**config.mk**
```make
export PLATFORM = sky130hd
export DESIGN_NAME = dmem_arbiter_flat
export DESIGN_NICKNAME = d
export VERILOG_FILES = /design/src/rtl/dmem_arbiter_pkg.sv /design/src/rtl/dmem_arbiter_if.sv /design/src/rtl/dmem_arbiter_resp_router.sv /design/src/rtl/dmem_arbiter.sv /design/src/flat_wrapper.sv
export SDC_FILE = /design/constraint.sdc
export NUM_CORES = 1
export LEC_CHECK = 0
export BUFFER_PORTS_ARGS = -buffer_cell sky130_fd_sc_hd__buf_2
export CORE_AREA = 8 8 187 189
export DETAILED_ROUTE_END_ITERATION = 10
export DIE_AREA = 0 0 195 197
export SYNTH_ARGS = -nofsm -noshare
export SYNTH_HDL_FRONTEND = slang
export SYNTH_HIERARCHICAL = 1
export SYNTH_SLANG_ARGS = --single-unit
```
**constraint.sdc**
```tcl
create_clock -name clk -period 2 [get_ports clk]
set_clock_uncertainty 0.2 [all_clocks]
set_input_delay 0.1 -clock clk [delete_from_list [all_inputs] [get_ports clk]]
set_output_delay 0.1 -clock clk [all_outputs]
set_load 0.01 [all_outputs]
```
**src/rtl/dmem_arbiter_pkg.sv**
```systemverilog
// Shared types for the data-memory arbiter: FSM state encoding, response owner tag,
// the default memory size and the address range check.
package dmem_arbiter_pkg;

    typedef enum logic [1:0] {
        IDLE    = 2'd0,
        CPU_OWN = 2'd1,
        DMA_OWN = 2'd2
    } arb_state_e;

    typedef enum logic [1:0] {
        OWN_NONE = 2'd0,
        OWN_CPU  = 2'd1,
        OWN_DMA  = 2'd2
    } owner_e;

    localparam int unsigned DMEM_BYTES_DEF = 8192;

    function automatic logic addr_in_range(input logic [63:0] addr, input int unsigned limit);
        return addr < {32'b0, limit};
    endfunction

endpackage

```
**src/rtl/dmem_arbiter_if.sv**
```systemverilog
// Bus bundle between the CPU/DMA requesters, the arbiter and the single-port data memory.
interface dmem_arbiter_if #(
    parameter int ADDR_W = 32,
    parameter int DATA_W = 64
);
    logic              cpu_req;
    logic              cpu_we;
    logic [ADDR_W-1:0] cpu_addr;
    logic [DATA_W-1:0] cpu_wdata;
    logic              cpu_gnt;
    logic              cpu_stall;
    logic              cpu_rvalid;
    logic [DATA_W-1:0] cpu_rdata;
    logic              cpu_err;

    logic              dma_req;
    logic              dma_we;
    logic [ADDR_W-1:0] dma_addr;
    logic [DATA_W-1:0] dma_wdata;
    logic              dma_gnt;
    logic              dma_rvalid;
    logic [DATA_W-1:0] dma_rdata;
    logic              dma_err;

    logic              mem_en;
    logic              mem_we;
    logic [ADDR_W-1:0] mem_addr;
    logic [DATA_W-1:0] mem_wdata;
    logic [DATA_W-1:0] mem_rdata;

    modport slave (
        input  cpu_req, cpu_we, cpu_addr, cpu_wdata,
        output cpu_gnt, cpu_stall, cpu_rvalid, cpu_rdata, cpu_err,
        input  dma_req, dma_we, dma_addr, dma_wdata,
        output dma_gnt, dma_rvalid, dma_rdata, dma_err,
        output mem_en, mem_we, mem_addr, mem_wdata,
        input  mem_rdata
    );

    modport master (
        output cpu_req, cpu_we, cpu_addr, cpu_wdata,
        input  cpu_gnt, cpu_stall, cpu_rvalid, cpu_rdata, cpu_err,
        output dma_req, dma_we, dma_addr, dma_wdata,
        input  dma_gnt, dma_rvalid, dma_rdata, dma_err,
        input  mem_en, mem_we, mem_addr, mem_wdata,
        output mem_rdata
    );

endinterface

```
**src/rtl/dmem_arbiter_resp_router.sv**
```systemverilog
// Registers who owned last cycle's grant and steers the one-cycle-late read data
// and error flag back to that requester only.
module dmem_resp_router
    import dmem_arbiter_pkg::*;
#(
    parameter int DATA_W = 64
) (
    input  logic              clk,
    input  logic              rst,
    input  logic              cpu_gnt_i,
    input  logic              dma_gnt_i,
    input  logic              we_i,
    input  logic              oor_i,
    input  logic [DATA_W-1:0] mem_rdata_i,
    output logic              cpu_rvalid_o,
    output logic [DATA_W-1:0] cpu_rdata_o,
    output logic              cpu_err_o,
    output logic              dma_rvalid_o,
    output logic [DATA_W-1:0] dma_rdata_o,
    output logic              dma_err_o
);

    owner_e owner_q, owner_d;
    logic   valid_q, valid_d;
    logic   err_q, err_d;
    logic   any_gnt;
    logic [DATA_W-1:0] rd_data;

    assign any_gnt = cpu_gnt_i || dma_gnt_i;

    always_comb begin
        owner_d = OWN_NONE;
        if (cpu_gnt_i) begin
            owner_d = OWN_CPU;
        end else if (dma_gnt_i) begin
            owner_d = OWN_DMA;
        end
        valid_d = any_gnt && !we_i;
        err_d   = any_gnt && oor_i;
    end

    always_ff @(posedge clk or negedge rst) begin
        if (!rst) begin
            owner_q <= OWN_NONE;
            valid_q <= 1'b0;
            err_q   <= 1'b0;
        end else begin
            owner_q <= owner_d;
            valid_q <= valid_d;
            err_q   <= err_d;
        end
    end

    // Out-of-range reads never reached memory, so whatever it drives is stale.
    assign rd_data = err_q ? '0 : mem_rdata_i;

    assign cpu_rvalid_o = valid_q && (owner_q == OWN_CPU);
    assign dma_rvalid_o = valid_q && (owner_q == OWN_DMA);
    assign cpu_rdata_o  = cpu_rvalid_o ? rd_data : '0;
    assign dma_rdata_o  = dma_rvalid_o ? rd_data : '0;
    assign cpu_err_o    = err_q && (owner_q == OWN_CPU);
    assign dma_err_o    = err_q && (owner_q == OWN_DMA);

endmodule

```
**src/rtl/dmem_arbiter.sv**
```systemverilog
// CPU/DMA arbiter in front of a single-port data memory, with DMA burst limiting.
//   state   | meaning
//   IDLE    | no grant last cycle; CPU has priority
//   CPU_OWN | CPU granted last cycle; DMA has priority
//   DMA_OWN | DMA granted last cycle; DMA keeps the port until BURST_MAX if CPU waits
module dmem_arbiter
    import dmem_arbiter_pkg::*;
#(
    parameter int          ADDR_W     = 32,
    parameter int          DATA_W     = 64,
    parameter int          BURST_MAX  = 4,
    parameter int unsigned DMEM_BYTES = DMEM_BYTES_DEF
) (
    input  logic          clk,
    input  logic          rst,
    dmem_arbiter_if.slave bus
);

    localparam int CNT_W = $clog2(BURST_MAX + 1);

    arb_state_e        state_q, state_d;
    logic [CNT_W-1:0]  burst_cnt_q, burst_cnt_d;
    logic              burst_done;
    logic              cpu_win, dma_win;
    logic              cpu_gnt, dma_gnt, any_gnt;
    logic              sel_we, in_range;
    logic [ADDR_W-1:0] sel_addr;
    logic [DATA_W-1:0] sel_wdata;

    assign burst_done = (burst_cnt_q >= CNT_W'(BURST_MAX));

    always_comb begin
        cpu_win = 1'b0;
        dma_win = 1'b0;
        case (state_q)
            CPU_OWN: begin
                dma_win = bus.dma_req;
                cpu_win = bus.cpu_req && !bus.dma_req;
            end
            DMA_OWN: begin
                dma_win = bus.dma_req && !(burst_done && bus.cpu_req);
                cpu_win = bus.cpu_req && !dma_win;
            end
            default: begin
                cpu_win = bus.cpu_req;
                dma_win = bus.dma_req && !bus.cpu_req;
            end
        endcase
    end

    // Grants are forced low the instant reset asserts, independent of the clock.
    assign cpu_gnt = cpu_win && rst;
    assign dma_gnt = dma_win && rst;
    assign any_gnt = cpu_gnt || dma_gnt;

    always_comb begin
        state_d = IDLE;
        if (cpu_gnt) begin
            state_d = CPU_OWN;
        end else if (dma_gnt) begin
            state_d = DMA_OWN;
        end
        burst_cnt_d = '0;
        if (dma_gnt) begin
            burst_cnt_d = burst_done ? burst_cnt_q : burst_cnt_q + CNT_W'(1);
        end
    end

    always_ff @(posedge clk or negedge rst) begin
        if (!rst) begin
            state_q     <= IDLE;
            burst_cnt_q <= '0;
        end else begin
            state_q     <= state_d;
            burst_cnt_q <= burst_cnt_d;
        end
    end

    always_comb begin
        sel_addr  = '0;
        sel_wdata = '0;
        sel_we    = 1'b0;
        if (cpu_gnt) begin
            sel_addr  = bus.cpu_addr;
            sel_wdata = bus.cpu_wdata;
            sel_we    = bus.cpu_we;
        end else if (dma_gnt) begin
            sel_addr  = bus.dma_addr;
            sel_wdata = bus.dma_wdata;
            sel_we    = bus.dma_we;
        end
    end

    assign in_range = addr_in_range(64'(sel_addr), DMEM_BYTES);

    assign bus.cpu_gnt   = cpu_gnt;
    assign bus.dma_gnt   = dma_gnt;
    assign bus.cpu_stall = bus.cpu_req && !cpu_gnt;
    assign bus.mem_en    = any_gnt && in_range;
    assign bus.mem_we    = sel_we;
    assign bus.mem_addr  = sel_addr;
    assign bus.mem_wdata = sel_wdata;

    dmem_resp_router #(
        .DATA_W (DATA_W)
    ) u_router (
        .clk          (clk),
        .rst          (rst),
        .cpu_gnt_i    (cpu_gnt),
        .dma_gnt_i    (dma_gnt),
        .we_i         (sel_we),
        .oor_i        (!in_range),
        .mem_rdata_i  (bus.mem_rdata),
        .cpu_rvalid_o (bus.cpu_rvalid),
        .cpu_rdata_o  (bus.cpu_rdata),
        .cpu_err_o    (bus.cpu_err),
        .dma_rvalid_o (bus.dma_rvalid),
        .dma_rdata_o  (bus.dma_rdata),
        .dma_err_o    (bus.dma_err)
    );

endmodule

```
**src/flat_wrapper.sv**
```systemverilog
// flat-port wrapper written by rule: the top's interface ports become plain ports
module dmem_arbiter_flat import dmem_arbiter_pkg::*;
#(
    parameter int          ADDR_W     = 32,
    parameter int          DATA_W     = 64,
    parameter int          BURST_MAX  = 4,
    parameter int unsigned DMEM_BYTES = DMEM_BYTES_DEF
)
  (clk, rst, bus_cpu_req, bus_cpu_we, bus_cpu_addr, bus_cpu_wdata, bus_cpu_gnt, bus_cpu_stall, bus_cpu_rvalid, bus_cpu_rdata, bus_cpu_err, bus_dma_req, bus_dma_we, bus_dma_addr, bus_dma_wdata, bus_dma_gnt, bus_dma_rvalid, bus_dma_rdata, bus_dma_err, bus_mem_en, bus_mem_we, bus_mem_addr, bus_mem_wdata, bus_mem_rdata);
  dmem_arbiter_if #(.ADDR_W(ADDR_W), .DATA_W(DATA_W)) bus_i ();
  input  logic clk;
  input  logic rst;
  input wire logic [$bits(bus_i.cpu_req)-1:0] bus_cpu_req;
  input wire logic [$bits(bus_i.cpu_we)-1:0] bus_cpu_we;
  input wire logic [$bits(bus_i.cpu_addr)-1:0] bus_cpu_addr;
  input wire logic [$bits(bus_i.cpu_wdata)-1:0] bus_cpu_wdata;
  output wire logic [$bits(bus_i.cpu_gnt)-1:0] bus_cpu_gnt;
  output wire logic [$bits(bus_i.cpu_stall)-1:0] bus_cpu_stall;
  output wire logic [$bits(bus_i.cpu_rvalid)-1:0] bus_cpu_rvalid;
  output wire logic [$bits(bus_i.cpu_rdata)-1:0] bus_cpu_rdata;
  output wire logic [$bits(bus_i.cpu_err)-1:0] bus_cpu_err;
  input wire logic [$bits(bus_i.dma_req)-1:0] bus_dma_req;
  input wire logic [$bits(bus_i.dma_we)-1:0] bus_dma_we;
  input wire logic [$bits(bus_i.dma_addr)-1:0] bus_dma_addr;
  input wire logic [$bits(bus_i.dma_wdata)-1:0] bus_dma_wdata;
  output wire logic [$bits(bus_i.dma_gnt)-1:0] bus_dma_gnt;
  output wire logic [$bits(bus_i.dma_rvalid)-1:0] bus_dma_rvalid;
  output wire logic [$bits(bus_i.dma_rdata)-1:0] bus_dma_rdata;
  output wire logic [$bits(bus_i.dma_err)-1:0] bus_dma_err;
  output wire logic [$bits(bus_i.mem_en)-1:0] bus_mem_en;
  output wire logic [$bits(bus_i.mem_we)-1:0] bus_mem_we;
  output wire logic [$bits(bus_i.mem_addr)-1:0] bus_mem_addr;
  output wire logic [$bits(bus_i.mem_wdata)-1:0] bus_mem_wdata;
  input wire logic [$bits(bus_i.mem_rdata)-1:0] bus_mem_rdata;
  assign bus_i.cpu_req = bus_cpu_req;
  assign bus_i.cpu_we = bus_cpu_we;
  assign bus_i.cpu_addr = bus_cpu_addr;
  assign bus_i.cpu_wdata = bus_cpu_wdata;
  assign bus_cpu_gnt = bus_i.cpu_gnt;
  assign bus_cpu_stall = bus_i.cpu_stall;
  assign bus_cpu_rvalid = bus_i.cpu_rvalid;
  assign bus_cpu_rdata = bus_i.cpu_rdata;
  assign bus_cpu_err = bus_i.cpu_err;
  assign bus_i.dma_req = bus_dma_req;
  assign bus_i.dma_we = bus_dma_we;
  assign bus_i.dma_addr = bus_dma_addr;
  assign bus_i.dma_wdata = bus_dma_wdata;
  assign bus_dma_gnt = bus_i.dma_gnt;
  assign bus_dma_rvalid = bus_i.dma_rvalid;
  assign bus_dma_rdata = bus_i.dma_rdata;
  assign bus_dma_err = bus_i.dma_err;
  assign bus_mem_en = bus_i.mem_en;
  assign bus_mem_we = bus_i.mem_we;
  assign bus_mem_addr = bus_i.mem_addr;
  assign bus_mem_wdata = bus_i.mem_wdata;
  assign bus_i.mem_rdata = bus_mem_rdata;
  dmem_arbiter #(.ADDR_W(ADDR_W), .DATA_W(DATA_W), .BURST_MAX(BURST_MAX), .DMEM_BYTES(DMEM_BYTES)) u_core (.clk(clk), .rst(rst), .bus(bus_i));
endmodule
```
# == After elaboration in Yosys (flattened, before gate mapping) ==
# Cells that the tools add are included.
# word_totals
ramBits,0
output_inout_bits,233
wordCells,48
register_bits,7
memories,0
latchBits,0
romBits,0
# op_classes
div,0
multipliers,0
magnitude_cmp,2
reduce_logical,23
addsub,1
eq_ne,3
bitwise_logic,0
shifts,0
n_mux,15
# op_table
cell,count
64-bit two-way mux,5
32-bit two-way mux,2
32-bit by 14-bit < comparator with 1-bit output (second input constant),1
1-bit logical AND,15
1-bit logical NOT,7
3-bit two-way mux,2
2-bit two-way mux,2
1-bit one-hot mux with 2 select lines,2
3-bit by 1-bit adder with 3-bit output (second input constant),1
3-bit greater-or-equal comparator (second input constant),1
2-bit by 1-bit equality test with 1-bit output (second input constant),1
2-bit equality test (second input constant),1
1-bit two-way mux,2
2-bit != test (second input constant),1
1-bit logical OR,1

# == Depth between registers and ports, before layout ==
# Gate-level depths: netlist (run 1).
# depth
depth_word,12
depth_mapped,10
mapped_depth_nobuf,9

# == Cells and area by module ==
# Netlist (run 1), hierarchy kept.
# modules_own_cells
module,cells_each,seq_area_each_um2,area_per_inst_um2,n_inst
dmem_arbiter,175,125.1,1428.9,1
dmem_resp_router,227,100.1,1277.5,1

# == Worst setup path after synthesis (run 1) ==
# OpenSTA, ideal clock, no wires.
# synth_timing
kind,reg-to-reg
start,register u_core.state_q[0]
end,register u_core.u_router.err_q
slack_ns,-0.012
path_buffers,0
required_ns,1.679
path_stages_with_launch,9
arrival_time_ns,1.691
period_less_slack_ns,2.012
cell_sequence,dfrtp_1 inv_1 ha_1 o311ai_4 inv_2 o211ai_1 nand3_1 o21bai_1 nor2b_1
# synth_between
elab_chain_cells,8
# synth_lines
element,line,text
"start, declared",dmem_arbiter.sv:21,"arb_state_e state_q, state_d;"
"start signal, assigned",dmem_arbiter.sv:74,state_q <= state_d;
2-bit equality test / 2-bit by 1-bit equality test with 1-bit output (equally long branches),dmem_arbiter.sv:35,case (state_q)
1-bit one-hot mux with 2 select lines (*),dmem_arbiter.sv:35,
1-bit logical AND (*),dmem_arbiter.sv:53,assign dma_gnt = dma_win && rst;
net bus_dma_gnt,flat_wrapper.sv:26,output wire logic [$bits(bus_i.dma_gnt)-1:0] bus_dma_gnt;
32-bit two-way mux,dmem_arbiter.sv:87,end else if (dma_gnt) begin
32-bit two-way mux,dmem_arbiter.sv:83,if (cpu_gnt) begin
32-bit by 14-bit < comparator with 1-bit output,dmem_arbiter_pkg.sv:20,"return addr < {32'b0, limit};"
1-bit logical NOT,dmem_arbiter.sv:112,".oor_i (!in_range),"
1-bit logical AND (*),dmem_arbiter_resp_router.sv:39,err_d = any_gnt && oor_i;
net u_core.u_router.err_d,dmem_arbiter_resp_router.sv:25,"logic err_q, err_d;"
"end signal, assigned",dmem_arbiter_resp_router.sv:50,err_q <= err_d;
"end, declared",dmem_arbiter_resp_router.sv:25,
# Mark *: on every way through the listed nets, which the timed path passes. The rest lies on a longest branch.
# A chain may end at the register's enable or synchronous reset.

# == Final worst setup path (run 1) ==
# layout_timing
start,register u_core.state_q[0]
end,output bus_mem_wdata[7]
# layout_between
elab_chain_cells,5
# layout_lines
element,line,text
2-bit equality test / 2-bit by 1-bit equality test with 1-bit output (equally long branches),dmem_arbiter.sv:35,
1-bit one-hot mux with 2 select lines,dmem_arbiter.sv:35,
1-bit logical AND,dmem_arbiter.sv:53,
64-bit two-way mux,dmem_arbiter.sv:87,
64-bit two-way mux (*),dmem_arbiter.sv:83,
"end, declared",flat_wrapper.sv:33,output wire logic [$bits(bus_i.mem_wdata)-1:0] bus_mem_wdata;
# Mark *: on every way between the ends. The rest lies on a longest branch, timed or not.

==> results of run 1 <==
## critical path, stage by stage (launching register included)
cell and delay [ps]:
dfrtp_1 400, inv_2 80, ha_4 200, buf_6 120, o311ai_4 330, nor2_4 80
buf_12 170, buf_12 140, clkbuf_16 140, a22o_1 170, buf_2 140
## cell families (layout without fill, tap and decap cells)
kind of cell	after synthesis	count (layout)	share of synthesized area
muxes	1	1	0.00370
adders and majority gates	4	4	0.0185
xor gates and xnor gates	1	1	0.00324
buffers and inverters	51	559	0.135
AOI/OAI and AO/OA	103	103	0.336
other	0	5	0
and+or+nand+nor	233	233	0.421
DFF	9	9	0.0832
## cells in the mapped netlist (2+ instances only)
cell type | instances | area, µm²
nor2b_1 | 2 | 12.5
nor3b_2 | 3 | 37.5
dfrtp_1 | 9 | 225
clkbuf_1 | 6 | 22.5
inv_2 | 2 | 7.51
inv_1 | 7 | 26.3
nor2_2 | 5 | 31.3
a22o_1 | 95 | 832
buf_6 | 20 | 225
buf_2 | 15 | 75.1
and3b_1 | 2 | 17.5
ha_1 | 4 | 50.1
nand2b_1 | 63 | 394
nand2_1 | 9 | 33.8
nor3_1 | 2 | 10.0
nor2_1 | 131 | 492
nor4_1 | 6 | 37.5
nand3_1 | 5 | 25.0
nand3b_1 | 2 | 15.0
## layer usage
layer | wire length, µm | up-vias | GRT usage
met5 | 146 | - | 0
met4 | 295 | 22 | 0.0191
met3 | 3070 | 45 | 0.0519
met2 | 15300 | 367 | 0.273
met1 | 10100 | 2421 | 0.141
li1 | - | 2428 | -
## per-stage QoR
stage	hold WS [ps]	setup TNS (ps)
floorplan	-396	0
global placement	-154	-44300
detailed placement	-149	-42600
CTS	20.7	-41290
global route	30.8	-48110
finish	14.5	-40960
## final timing paths
path / start / end / slack (ps)
worst max register to register: u_core/state_q[0] / u_core/u_router/err_q / -190
worst min-delay path: bus_cpu_we / u_core/u_router/valid_q / 10
worst max-delay path: u_core/state_q[0] / bus_mem_wdata[7] / -510
min in group asynchronous: rst / u_core/u_router/owner_q[1] / 180
worst min register to register: u_core/burst_cnt_q[0] / u_core/burst_cnt_q[0] / 370
max in group asynchronous: rst / u_core/burst_cnt_q[1] / 1290
## power groups by stage
stage / logic, mW / registers [mW] / clock network, mW
floorplan: 0.572 / 0.205 / 0
global placement: 1.22 / 0.208 / 0
detailed placement: 1.24 / 0.209 / 0
CTS: 1.47 / 0.207 / 0.385
global route: 1.57 / 0.209 / 0.390
finish: 1.47 / 0.207 / 0.370
## flip-flops by register name (all words and copies together), names as in the netlist
| name | flops |
|---|---|
| u_core/u_router/err_q | 1 |
| u_core/u_router/valid_q | 1 |
| u_core/u_router/owner_q | 2 |
| u_core/burst_cnt_q | 3 |
| u_core/state_q | 2 |
## final cells by class
type,instances,area (µm²),share of cell area
inverter,9,38.8,0.00594
clock buffer,4,78.8,0.0121
multi-input combinational,342,2190,0.335
timing repair buffer,546,3480,0.532
antenna,5,12.5,0.00192
sequential,9,225,0.0345
tap,408,510,0.0781
## timing repair
item                                    in CTS  in global routing
resized for setup                           70                 19
pin swaps                                    3                  9
endpoints found under the hold margin       10                  0
buffers inserted                             7                  3
gates cloned                                10                  1
endpoints found under the setup margin     111                105
hold buffers                                 2                  0
==> impl_metrics.tcl, run 1 <==
set metrics [dict create \
    outcome "finished with violations" \
    violations_in_the_final_reports "setup timing" \
    io_buffer_count 494 \
    detail_route.vias_per_cell 3.99 \
    clock_tree.buffer_depth 2 \
    hold_viol_final 0 \
    max_clock_freq_ghz 0.399 \
    ys_warn_count 6 \
    holdPathStages 3 \
    share_of_total_power_consumed_by_net_switching 0.406 \
    first_pass_drt_iterations 4 \
    worst-slew-pin-transition_ps 426 \
    synth_area_um2 2710 \
    tritoncts "built" \
    totalWireLength_um 29000 \
    worst_ir_drop_vdd_mv 0.173 \
    mappedNetlistNets 668 \
    antenna_violating_nets_post_route 0 \
    worst_setup_path_start_kind "register" \
    finalSetupViolCount 103 \
    avgSynthCellArea_um2 6.73 \
    mostFrequentLayoutCell "buf_2" \
    proportion_of_register_bits_with_asynchronous_set_or_reset_after_synthesis 1.00 \
    timing.critical_path.arrival_ps 2210 \
    synth_cell_type_count 33 \
    total_power_mw 2.05 \
    track_usage 0.139 \
    antenna_found_initial 20 \
    grt_pass1_wl_um 40000 \
    r2r.worst_path.cells 10 \
    drv_cap 0 \
    synth_seq_area_share 0.0832 \
    route.detailed.drc 0 \
    dominantRegCellSynth "dfrtp_1" \
    pwr-share-clk 0.181 \
    ctsRootBufferMaster "clkbuf_16" \
    first_global_vias 5654 \
    worst_slack_ps -505 \
    routedWlPerCell_um 21.9 \
    power_leakage_nw 3.82 \
    maxSlewHeadroom 0.716 \
    synth_enable_flop_cells 0 \
    globalplace.congestion 0.940 \
    internal_power_mw 1.22 \
    final_cell_count_no_fill 1323 \
    grt_start_max_net_pins 67 \
    cts-buffers-inserted 3 \
    finalMaxSlewViolations 0 \
    globalRoute.totalOverflow 0 \
    timing.critical_path.fanout_max 7 \
    row_count 66 \
    ioPinCount 495 \
    dpl_cell_area_um2 5650 \
    postSynthRegisterBits 9 \
    initial_util 0.0845 \
    final_cell_area_um2 6530 \
    criticalPathCategory "reg2out" \
    die_area_um2 38400 \
    finalCritPeriodShare 1.25 \
    h-tree-depth 1 \
    period_minus_slack_ps 2510 \
    cts.reportedPaths.clkPinSlew_ps 40 \
    post_route_cells_drive_above_1_share 0.624 \
    pwr_density_cell_nw_per_um2 313 \
    dpl.hpwl_um 24800 \
    rsz0062_at_grt "true" \
    design.core.area_um2 32000 \
    p_seq_frac 0.101 \
    dp_worst_setup_slack_ps -581 \
    crit_required_ps 1700 \
    fillCellCount 3612 \
    num-nets-final 1177 \
    commonest_non_fill_non_tap_cells_in_the_layout "buf_2 (458), nor2_1 (131), a22o_1 (90)" \
    numClockSinks 9 \
    placed_cells 1292 \
    switching_power_mw 0.830 \
    vias 5283 \
    syn-instance-count 402 \
    p_comb_frac 0.718 \
    clock_latency_ps 240 \
    areaGrowthSynthToFinish_pct 141 \
    critPathCaptureType "output pin" \
    floorplan.die.width_um 195 \
    detailedRoute.firstIterationViolations 238 \
    hold_path_class "in2reg" \
    die_height_um 197 \
    utilization 0.204 \
]
(Power assumes the default switching activity.)
==> inputs of run 2 (changes only) <==
--- a/config.mk
+++ b/config.mk
@@ -9,6 +9,7 @@
 export CORE_AREA = 8 8 187 189
 export DETAILED_ROUTE_END_ITERATION = 10
 export DIE_AREA = 0 0 195 197
+export RECOVER_POWER = 50
 export SYNTH_ARGS = -nofsm -noshare
 export SYNTH_HDL_FRONTEND = slang
 export SYNTH_HIERARCHICAL = 1
==> impl_metrics.tcl, run 2 (synthesis results as in run 1) <==
set metrics [dict create \
    crit_path_cell_trace "inv_2 > ha_4 > buf_6 > o311ai_4 > nor2_4 > buf_12 > buf_12 > clkbuf_16 > a22o_1 > buf_2" \
    track_usage 0.139 \
    total_power_mw 2.03 \
    detailedRoute.firstIterationViolations 239 \
    antenna_found_initial 19 \
    critPathCaptureType "output pin" \
    worst_setup_path_start_kind "register" \
    power_leakage_nw 3.66 \
    tritoncts "built" \
    vias 5288 \
    worst_path_most_repeated_cell "buf_12" \
    top_regs "u_core/burst_cnt_q (3), u_core/state_q (2), u_core/u_router/owner_q (2)" \
    row_count 66 \
    clock_latency_ps 240 \
    cts-buffers-inserted 3 \
    mostFrequentLayoutCell "buf_2" \
    antenna_violating_nets_post_route 0 \
    ioPinCount 495 \
    crit_path_top_delay_cell "dfrtp_1" \
    timing.critical_path.arrival_ps 2210 \
    numClockSinks 9 \
    globalplace.congestion 0.940 \
    cts.reportedPaths.clkPinSlew_ps 40 \
    reg_with_most_ffs "u_core/burst_cnt_q" \
    hold_path_class "in2reg" \
    route.detailed.drc 0 \
    rsz0062_at_grt "true" \
    criticalPathCategory "reg2out" \
    finalCritPeriodShare 1.25 \
    pwr_density_cell_nw_per_um2 315 \
    floorplan.die.width_um 195 \
    largest_register_ff_count 3 \
    initial_util 0.0845 \
    num-nets-final 1177 \
    finalMaxSlewViolations 0 \
    worst_ir_drop_vdd_mv 0.173 \
    post_route_cells_drive_above_1_share 0.590 \
    globalRoute.totalOverflow 0 \
    routedWlPerCell_um 22.0 \
    finalSetupViolCount 103 \
    outcome "finished with violations" \
    critPathMaxStageDelay_ps 400 \
    commonest_non_fill_non_tap_cells_in_the_layout "buf_2 (402), nor2_1 (131), a22o_1 (90)" \
    worst_slack_ps -505 \
    first_global_vias 5654 \
    fillCellCount 3636 \
    first_pass_drt_iterations 4 \
    timing.critical_path.fanout_max 7 \
    dpl.hpwl_um 24800 \
    design.core.area_um2 32000 \
    crit_family "buffers and inverters" \
    fin_tns_setup_ps -40940 \
    detail_route.vias_per_cell 4.00 \
    worstPathBufferInverterCount 6 \
    period_minus_slack_ps 2510 \
    ctsRootBufferMaster "clkbuf_16" \
    drv_cap 0 \
    crit_required_ps 1700 \
    maxSlewHeadroom 0.614 \
    h-tree-depth 1 \
    grt_pass1_wl_um 40000 \
    areaGrowthSynthToFinish_pct 139 \
    max_clock_freq_ghz 0.399 \
    violations_in_the_final_reports "setup timing" \
    grt_start_max_net_pins 67 \
    io_buffer_count 494 \
    die_height_um 197 \
    hold_viol_final 0 \
    worst-slew-pin-transition_ps 580 \
    clock_tree.buffer_depth 2 \
    totalWireLength_um 29100 \
    die_area_um2 38400 \
]
==> run 2: per-stage QoR <==
step	instance area (µm²)	util	cells	hold slack, ps	worst slack, ps
after floorplan	2710	-	402	-396	5.01
after global placement	5650	0.176	1292	-154	-593
after detailed placement	5650	0.176	1292	-149	-581
after CTS	6430	0.201	1315	20.7	-494
after global routing	6450	0.201	1318	30.8	-577
final	6470	0.202	1323	14.3	-505
==> run 2: worst paths after layout <==
| path | start | to | slack, ps | cells past startpoint |
|---|---|---|---|---|
| max | u_core/state_q[0] | bus_mem_wdata[7] | -510 | 10 |
| min | bus_cpu_we | u_core/u_router/valid_q | 10 | 3 |
| max reg2reg | u_core/state_q[0] | u_core/u_router/err_q | -190 | 10 |
| min reg2reg | u_core/burst_cnt_q[0] | u_core/burst_cnt_q[0] | 370 | 2 |
| max in group asynchronous | rst | u_core/burst_cnt_q[1] | 1080 | 3 |
| min in group asynchronous | rst | u_core/u_router/owner_q[1] | 230 | 3 |
==> run 2: report_power, final <==
group          leakage (nW)  internal (mW)  switching, mW
Clock                0.0382          0.268          0.102
Combinational          3.50          0.743          0.716
Sequential            0.121          0.194         0.0118
==> run 2: layer usage <==
metal,GRT usage,vias to the layer above,wire (µm)
met5,0,-,146
met4,0.0191,22,275
met3,0.0519,43,3060
met2,0.273,365,15500
met1,0.141,2427,10100
li1,-,2431,-
==> run 2: timing repair <==
action | 4_1_cts | 5_1_grt
gates resized for setup | 70 | 19
pin swaps | 3 | 9
setup buffers | 7 | 3
endpoints found under the setup margin | 111 | 105
endpoints found under the hold margin | 10 | 0
cloned | 10 | 1
hold buffers | 2 | 0
==> run 2: final cells by class <==
class | count | area [µm²] | share of cell area
Timing Repair Buffer | 546 | 3410 | 0.527
Multi-Input combinational cell | 342 | 2190 | 0.339
Tap cell | 408 | 510 | 0.0789
Sequential cell | 9 | 225 | 0.0348
Clock buffer | 4 | 78.8 | 0.0122
Inverter | 9 | 38.8 | 0.00600
Antenna cell | 5 | 12.5 | 0.00193
==> run 2: tightest hold or removal path, cell delays in order <==
cell and delay, ps:
buf_2 110, a22o_1 160, nor2_1 50
